### config.mk
export PLATFORM = sky130hd
export DESIGN_NAME = pipe_regfile
export DESIGN_NICKNAME = d
export VERILOG_FILES = /design/src/rtl/pipe_regfile.sv
export SDC_FILE = /design/constraint.sdc
export NUM_CORES = 1
export LEC_CHECK = 0
export BUFFER_PORTS_ARGS = -buffer_cell sky130_fd_sc_hd__buf_4
export CORE_MARGIN = 5
export CORE_UTILIZATION = 60
export DETAILED_ROUTE_END_ITERATION = 16
export GPL_ROUTABILITY_DRIVEN = 0
export PLACE_DENSITY = 0.92
export REMOVE_ABC_BUFFERS = 1
export SLEW_MARGIN = 15
export SYNTH_ARGS = -nofsm -noshare
export SYNTH_HDL_FRONTEND = slang
export SYNTH_SLANG_ARGS = --single-unit
export TNS_END_PERCENT = 100
### constraint.sdc
create_clock -name clk -period 2.77 [get_ports clk]
set_input_delay 0.4155 -clock clk [delete_from_list [all_inputs] [get_ports clk]]
set_output_delay 0.4155 -clock clk [all_outputs]
set_load 0.01 [all_outputs]
### src/rtl/pipe_regfile.sv
// Parametrised register file with write-through bypass and a pending-write
// scoreboard that lets decode stall on RAW/WAW hazards.
module pipe_regfile #(
    parameter int WIDTH    = 16,
    parameter int NREGS    = 8,
    parameter bit ZERO_REG = 1'b0,
    parameter int CNT_W    = 16,
    localparam int AW      = $clog2(NREGS)
) (
    input  logic             clk,
    input  logic             rst_n,
    input  logic [AW-1:0]    rd_addr_a,
    input  logic [AW-1:0]    rd_addr_b,
    output logic [WIDTH-1:0] rd_data_a,
    output logic [WIDTH-1:0] rd_data_b,
    input  logic             wr_en,
    input  logic [AW-1:0]    wr_addr,
    input  logic [WIDTH-1:0] wr_data,
    input  logic             issue_en,
    input  logic [AW-1:0]    issue_dst,
    input  logic             use_a,
    input  logic             use_b,
    output logic             stall,
    output logic             busy_a,
    output logic             busy_b,
    input  logic             flush,
    output logic [CNT_W-1:0] stall_cnt
);

    // Issue handshake: issue_en is the request and stall the back-pressure.
    // The instruction is accepted on the edge where issue_en=1 and stall=0;
    // while stall=1 decode holds issue_dst/use_x/rd_addr_x unchanged.

    logic [WIDTH-1:0] r_mem [NREGS];
    logic [NREGS-1:0] r_pending;
    logic [CNT_W-1:0] r_stall_cnt;

    logic             w_zero_a;
    logic             w_zero_b;
    logic             w_zero_dst;
    logic             w_hit_a;
    logic             w_hit_b;
    logic             w_hit_dst;
    logic             w_waw;
    logic             w_wr_ok;
    logic             w_accept;
    logic [NREGS-1:0] w_pend_nxt;

    always_comb begin
        w_zero_a   = ZERO_REG && (rd_addr_a == '0);
        w_zero_b   = ZERO_REG && (rd_addr_b == '0);
        w_zero_dst = ZERO_REG && (issue_dst == '0);
        w_hit_a    = wr_en && (wr_addr == rd_addr_a);
        w_hit_b    = wr_en && (wr_addr == rd_addr_b);
        w_hit_dst  = wr_en && (wr_addr == issue_dst);
        w_wr_ok    = wr_en && !(ZERO_REG && (wr_addr == '0));

        rd_data_a = w_zero_a ? '0 : (w_hit_a ? wr_data : r_mem[rd_addr_a]);
        rd_data_b = w_zero_b ? '0 : (w_hit_b ? wr_data : r_mem[rd_addr_b]);

        // A same-cycle write-back resolves the hazard through the bypass.
        busy_a = !w_zero_a && r_pending[rd_addr_a] && !w_hit_a;
        busy_b = !w_zero_b && r_pending[rd_addr_b] && !w_hit_b;
        w_waw  = !w_zero_dst && r_pending[issue_dst] && !w_hit_dst;

        stall    = issue_en && ((use_a && busy_a) || (use_b && busy_b) || w_waw);
        w_accept = issue_en && !stall && !w_zero_dst;
    end

    // Flush beats everything; otherwise write-back clears, then issue sets.
    always_comb begin
        w_pend_nxt = r_pending;
        if (flush) begin
            w_pend_nxt = '0;
        end else begin
            if (wr_en) begin
                w_pend_nxt[wr_addr] = 1'b0;
            end
            if (w_accept) begin
                w_pend_nxt[issue_dst] = 1'b1;
            end
        end
    end

    always_ff @(posedge clk or negedge rst_n) begin
        if (!rst_n) begin
            for (int i = 0; i < NREGS; i++) begin
                r_mem[i] <= '0;
            end
        end else if (w_wr_ok) begin
            r_mem[wr_addr] <= wr_data;
        end
    end

    always_ff @(posedge clk or negedge rst_n) begin
        if (!rst_n) begin
            r_pending   <= '0;
            r_stall_cnt <= '0;
        end else begin
            r_pending <= w_pend_nxt;
            if (stall && (r_stall_cnt != '1)) begin
                r_stall_cnt <= r_stall_cnt + 1'b1;
            end
        end
    end

    assign stall_cnt = r_stall_cnt;

endmodule

==> flow_metrics.py, run 1 <==
metrics = {
    "global_routing": {
        "grt_max_degree": 77,
        "grt_pass1_wl_mm": 35.0,
        "grt_pass1_vias": 6532,
        "antenna_found_initial": 0,
        "gr-total-overflow": 0,
        "grtUsageMet1_pct": 33.7,
        "track_usage_pct": 27.5,
        "grt_use_met3_pct": 9.19,
        "grt.met2_usage_pct": 45.0,
        "grt_most_used_layer": "met2",
    },
    "clock_tree": {
        "clk_path_buf_depth": 2,
        "clk_pin_slew_ns": 0.06,
        "cts-root-buf": "clkbuf_16",
        "clock_sinks": 152,
        "cts_resized": 0,
        "cts_made_buffers": 17,
        "cts_hold_buf": 0,
        "cts_tree": "done",
        "postCtsSetupRepairBufs": 0,
        "htreeDepth": 4,
        "clk_latency_ns": 0.41,
    },
    "power": {
        "power_frac_clock_pct": 30.8,
        "ir_drop_mv": 0.561,
        "seq_power_share_pct": 42.9,
        "cellPowerDensity_nw_per_um2": 724,
        "swShare_pct": 28.4,
        "power_frac_comb_pct": 26.3,
        "power_w": 0.00716,
        "leakagePower_nw": 4.25,
        "intPower_w": 0.00513,
        "netSwitchingPower_w": 0.00203,
    },
    "drt": {
        "first_pass_iters": 8,
        "vias_per_cell": 6.84,
        "wl_per_cell_um": 24.8,
        "totalWireLength_mm": 22.2,
        "num_vias": 6124,
        "drt_iter0_markers": 627,
        "antenna_left": 0,
        "drcViolationCount": 0,
    },
    "setup_path": {
        "worstReg2RegStart": "stall_cnt[0]",
        "crit_type": "reg2out",
        "critPathMaxFanout": 9,
        "required_ns": 2.35,
        "r2r.worst_path.cells": 8,
        "cp_slowest_cell": "mux4_2",
        "r2r_end": "stall_cnt[1]",
        "crit_arrival_ns": 2.21,
        "r2r_slack_ns": 0.58,
        "worstSetupEndpoint": "stall",
        "start_kind": "register",
        "crit_start": "r_pending[7]",
        "end_kind": "output pin",
        "critPathMaxStageDelay_ns": 0.49,
        "worstPathCellList": "mux2i_1, mux4_2, nor2b_2, a221o_2, and2_1, buf_4",
    },
    "status": {
        "status": "finished, final reports clean",
    },
    "floorplan": {
        "num_rows": 43,
        "fp.dieArea_sq_um": 16800,
        "die_w_um": 130,
        "pin_count": 86,
        "initial_core_util_pct": 61.5,
        "design.core.area_sq_um": 13900,
        "die_y_um": 130,
    },
    "synthesis": {
        "ys_seq_area_share_pct": 44.4,
        "synth.most_common_cell": "dfrtp_1",
        "ys_types": 46,
        "yosys-top-cells-count": "dfrtp_1, mux2_2, mux4_2, mux2i_1, nor2_1",
        "synthFlopType": "dfrtp_1",
        "yosysTopAreaCell": "dfrtp_1",
        "synth-edff-count": 0,
        "syn_area_per_cell_sq_um": 13.5,
        "synthCells": 635,
        "syn_area_sq_um": 8570,
        "synthArstFlopShare_pct": 100,
        "yosys-top-cells-area": "dfrtp_1, mux4_2, mux2_2",
        "ys_ff_latch": 152,
        "yosysWarnings": 0,
        "synth_top_area_share_pct": 44.4,
    },
    "timing": {
        "tns_ns": 0,
        "hold_viol_final": 0,
        "rsz0062_at_grt": "false",
        "max_freq_mhz": 381,
        "drv_slew": 0,
        "tightest_slew_ns": 0.713,
        "skew_ns": 0.00587,
        "setup_slack_ns": 0.146,
        "slew_headroom_pct": 52.4,
        "period_minus_slack_ns": 2.62,
        "fin_crit_sh_pct": 94.7,
        "setup_viol": 0,
    },
    "job": {
        "drv_cap": 0,
    },
    "placed_design": {
        "place_inst": 863,
        "dp_hpwl_mm": 14.1,
        "portBuffers": 85,
        "dp_slack_ns": 0.291,
    },
    "min_path": {
        "worstHoldPathType": "in2async",
    },
    "final_layout": {
        "syn_to_final_growth_pct": 15.5,
        "drive_above_1_share_pct": 47.3,
        "fin_cells": 895,
        "nNetsFinal": 738,
        "n_antenna_cell": 0,
    },
}
==> power groups by stage <==
| stage | Sequential (W) | Combinational, W | Clock, W |
|---|---|---|---|
| 2_1_floorplan | 0.00295 | 0.00117 | 0 |
| 3_3_place_gp | 0.00299 | 0.00178 | 0 |
| 3_5_place_dp | 0.00307 | 0.00187 | 0 |
| 4_1_cts | 0.00305 | 0.00190 | 0.00224 |
| 5_1_grt | 0.00311 | 0.00202 | 0.00233 |
| 6_report | 0.00307 | 0.00189 | 0.00221 |
==> layer usage <==
layer	part of all wire [%]	routed length, um
met5	0	0
met2	50	11100
met3	9.9	2200
met1	37	8130
met4	3.8	852
==> metrics by stage <==
| stage | util [%] | hold slack [ns] | cell area (sq um) |
|---|---|---|---|
| global route | 71.0 | 0.0715 | 9900 |
| CTS | 71.0 | 0.0438 | 9900 |
| global placement | 67.0 | 0.474 | 9340 |
| finish | 71.0 | 0.0237 | 9900 |
| detailed placement | 67.0 | 0.490 | 9340 |
| floorplan | - | 0.120 | 8260 |
==> cells in the final DEF (no fill, tap or decap), types with 9 or more instances in the layout <==
master	synthesis	routed
nand3_1	12	12
clkinv_2	0	9
nor2_1	39	39
nand2_1	12	12
clkbuf_16	0	17
mux2_2	128	128
dfrtp_1	152	152
xnor2_1	21	21
mux2i_1	43	43
buf_4	14	104
nand4_1	9	9
a21oi_1	34	34
mux4_2	66	66
==> worst min-delay path by stage <==
| stage | start | to | slack (ns) |
|---|---|---|---|
| after global placement | rst_n | r_mem[55] | 0.47 |
| final | rst_n | r_mem[55] | 0.02 |
| after floorplan | rst_n | r_mem[0] | 0.12 |
| after global routing | rst_n | r_mem[55] | 0.07 |
| after CTS | rst_n | r_mem[55] | 0.04 |
| after detailed placement | rst_n | r_mem[55] | 0.49 |
==> kinds of logic after synthesis <==
family | after synthesis | synth area share (%)
AO/OA/AOI/OAI | 49 | 3.28
XOR/XNOR | 22 | 2.25
AND/OR/NAND/NOR | 109 | 6.82
multiplexers | 238 | 39.3
flip-flops | 152 | 44.4
adder cells (fa/ha/maj) | 1 | 0.146
buffers and inverters | 64 | 3.82
==> registers in the layout (all words and copies together) (netlist names) <==
register,flops
r_mem,128
stall_cnt,16
r_pending,8
==> final cells by class <==
class	count	area [sq um]
Tap cell	180	225
Fill cell	861	4040
Clock inverter	11	105
Multi-Input combinational cell	419	4450
Clock buffer	21	450
Inverter	4	15.0
Sequential cell	152	3800
Timing Repair Buffer	108	852
==> worst max-delay path: cells and delay by family, from the launching register on <==
family,cells,cell delay [ns]
DFF,1,0.42
AOI/OAI and AO/OA,1,0.26
buffers and inverters,1,0.14
muxes,2,0.61
and+or+nand+nor,2,0.37
Note: power is estimated with default switching activity, not from simulation.
==> run 2: changes to the inputs <==
Settings changed: PLACE_DENSITY 0.92 to 0.8.
==> run 2 against run 1 <==
Effect of this change: core utilization up 0.072 points; clock skew up 0.0016 ns; via count decreased by 2.5%; wire length is 1.5% lower; critical path type unchanged.
==> flow_metrics.py, run 2 (synthesis gave the netlist of run 1 again) <==
metrics = {
    "global_routing": {
        "antenna_found_initial": 0,
        "track_usage_pct": 27.6,
        "grt_max_degree": 93,
        "grt_pass1_wl_mm": 35.1,
        "grt_pass1_vias": 6277,
        "gr-total-overflow": 0,
    },
    "timing": {
        "setup_slack_ns": 0.0955,
        "whs_ns": 0.0368,
        "setup_viol": 0,
        "slew_headroom_pct": 41.9,
        "hold_viol_final": 0,
        "rsz0062_at_grt": "false",
        "skew_ns": 0.00746,
        "tightest_slew_ns": 0.871,
        "tns_ns": 0,
        "max_freq_mhz": 374,
        "fin_crit_sh_pct": 96.6,
        "period_minus_slack_ns": 2.67,
        "drv_slew": 0,
    },
    "final_layout": {
        "nFillCells": 921,
        "final_util_pct": 71.1,
        "fin_area_sq_um": 9910,
        "nNetsFinal": 742,
        "layout_common_cells": "dfrtp_1, mux2_2, buf_4",
        "final_common_cell": "dfrtp_1",
        "syn_to_final_growth_pct": 15.6,
        "largest_register": "r_mem",
        "drive_above_1_share_pct": 48.0,
        "largest_reg_flops": 128,
        "n_antenna_cell": 0,
    },
    "setup_path": {
        "start_kind": "register",
        "critPathMaxFanout": 7,
        "required_ns": 2.35,
        "cp_slowest_cell": "mux4_2",
        "crit_arrival_ns": 2.26,
        "end_kind": "output pin",
        "crit_type": "reg2out",
        "worstPathCellList": "mux2i_1, mux4_2, nor2b_2, a221o_2, and2_1, buf_4",
        "critical-path-top-delay-family": "multiplexers",
        "critPathMaxStageDelay_ns": 0.49,
        "path_buf_inv": 1,
    },
    "drt": {
        "vias_per_cell": 6.64,
        "wl_per_cell_um": 24.4,
        "first_pass_iters": 5,
        "antenna_left": 0,
        "totalWireLength_mm": 21.9,
        "num_vias": 5973,
        "drt_iter0_markers": 623,
        "drcViolationCount": 0,
    },
    "clock_tree": {
        "cts-root-buf": "clkbuf_16",
        "clk_latency_ns": 0.43,
        "clk_pin_slew_ns": 0.07,
        "cts_tree": "done",
        "clk_path_buf_depth": 2,
        "cts_hold_buf": 0,
        "clock_sinks": 152,
        "postCtsSetupRepairBufs": 0,
        "htreeDepth": 4,
        "cts_resized": 0,
        "cts_made_buffers": 17,
    },
    "power": {
        "cellPowerDensity_nw_per_um2": 719,
        "leakagePower_nw": 4.25,
        "ir_drop_mv": 0.508,
    },
    "floorplan": {
        "design.core.area_sq_um": 13900,
        "die_w_um": 130,
        "num_rows": 43,
        "pin_count": 86,
        "fp.dieArea_sq_um": 16800,
        "die_y_um": 130,
        "initial_core_util_pct": 61.5,
    },
    "placed_design": {
        "dp_hpwl_mm": 14.1,
        "portBuffers": 85,
        "dp_slack_ns": 0.257,
        "place_area_sq_um": 9350,
    },
    "status": {
        "status": "finished, final reports clean",
    },
    "job": {
        "drv_cap": 0,
    },
    "min_path": {
        "worstHoldPathType": "in2async",
    },
}
-- run 2: final timing paths --
| kind | from | endpoint | slack [ns] | cells past startpoint |
|---|---|---|---|---|
| max in group asynchronous | rst_n | r_mem[107] | 1.85 | 2 |
| max reg2reg | stall_cnt[0] | stall_cnt[1] | 0.31 | 7 |
| min in group clk | flush | r_pending[0] | 0.27 | 2 |
| min | rst_n | stall_cnt[0] | 0.04 | 1 |
| max | r_pending[1] | stall | 0.1 | 6 |
| min reg2reg | r_mem[91] | r_mem[91] | 0.52 | 1 |
-- run 2: layout make-up --
type / count / area [sq um] / share of cell area (%)
Timing Repair Buffer: 112 / 857 / 8.65
Clock inverter: 15 / 135 / 1.36
Clock buffer: 17 / 425 / 4.29
Inverter: 4 / 15.0 / 0.152
Sequential cell: 152 / 3800 / 38.4
Multi-Input combinational cell: 419 / 4450 / 44.9
Tap cell: 180 / 225 / 2.27
-- run 2: stage by stage --
stage	total power, W	cells
2_1_floorplan	0.00412	575
3_3_place_gp	0.00479	867
3_5_place_dp	0.00492	867
4_1_cts	0.00715	899
5_1_grt	0.00744	899
6_report	0.00713	899
-- run 2: power by group --
part           internal (W)  leakage (nW)  switching [W]
registers           0.00267          1.86       0.000384
logic               0.00111          2.11       0.000751
clock network       0.00118         0.273        0.00102
total               0.00497          4.25        0.00215
-- run 2: routing by layer --
| layer | track usage, % | wire length [um] |
|---|---|---|
| met1 | 36.4 | 8640 |
| met2 | 46.7 | 11300 |
| met3 | 5.56 | 1450 |
| met4 | 8.44 | 482 |
| met5 | 0 | 0 |
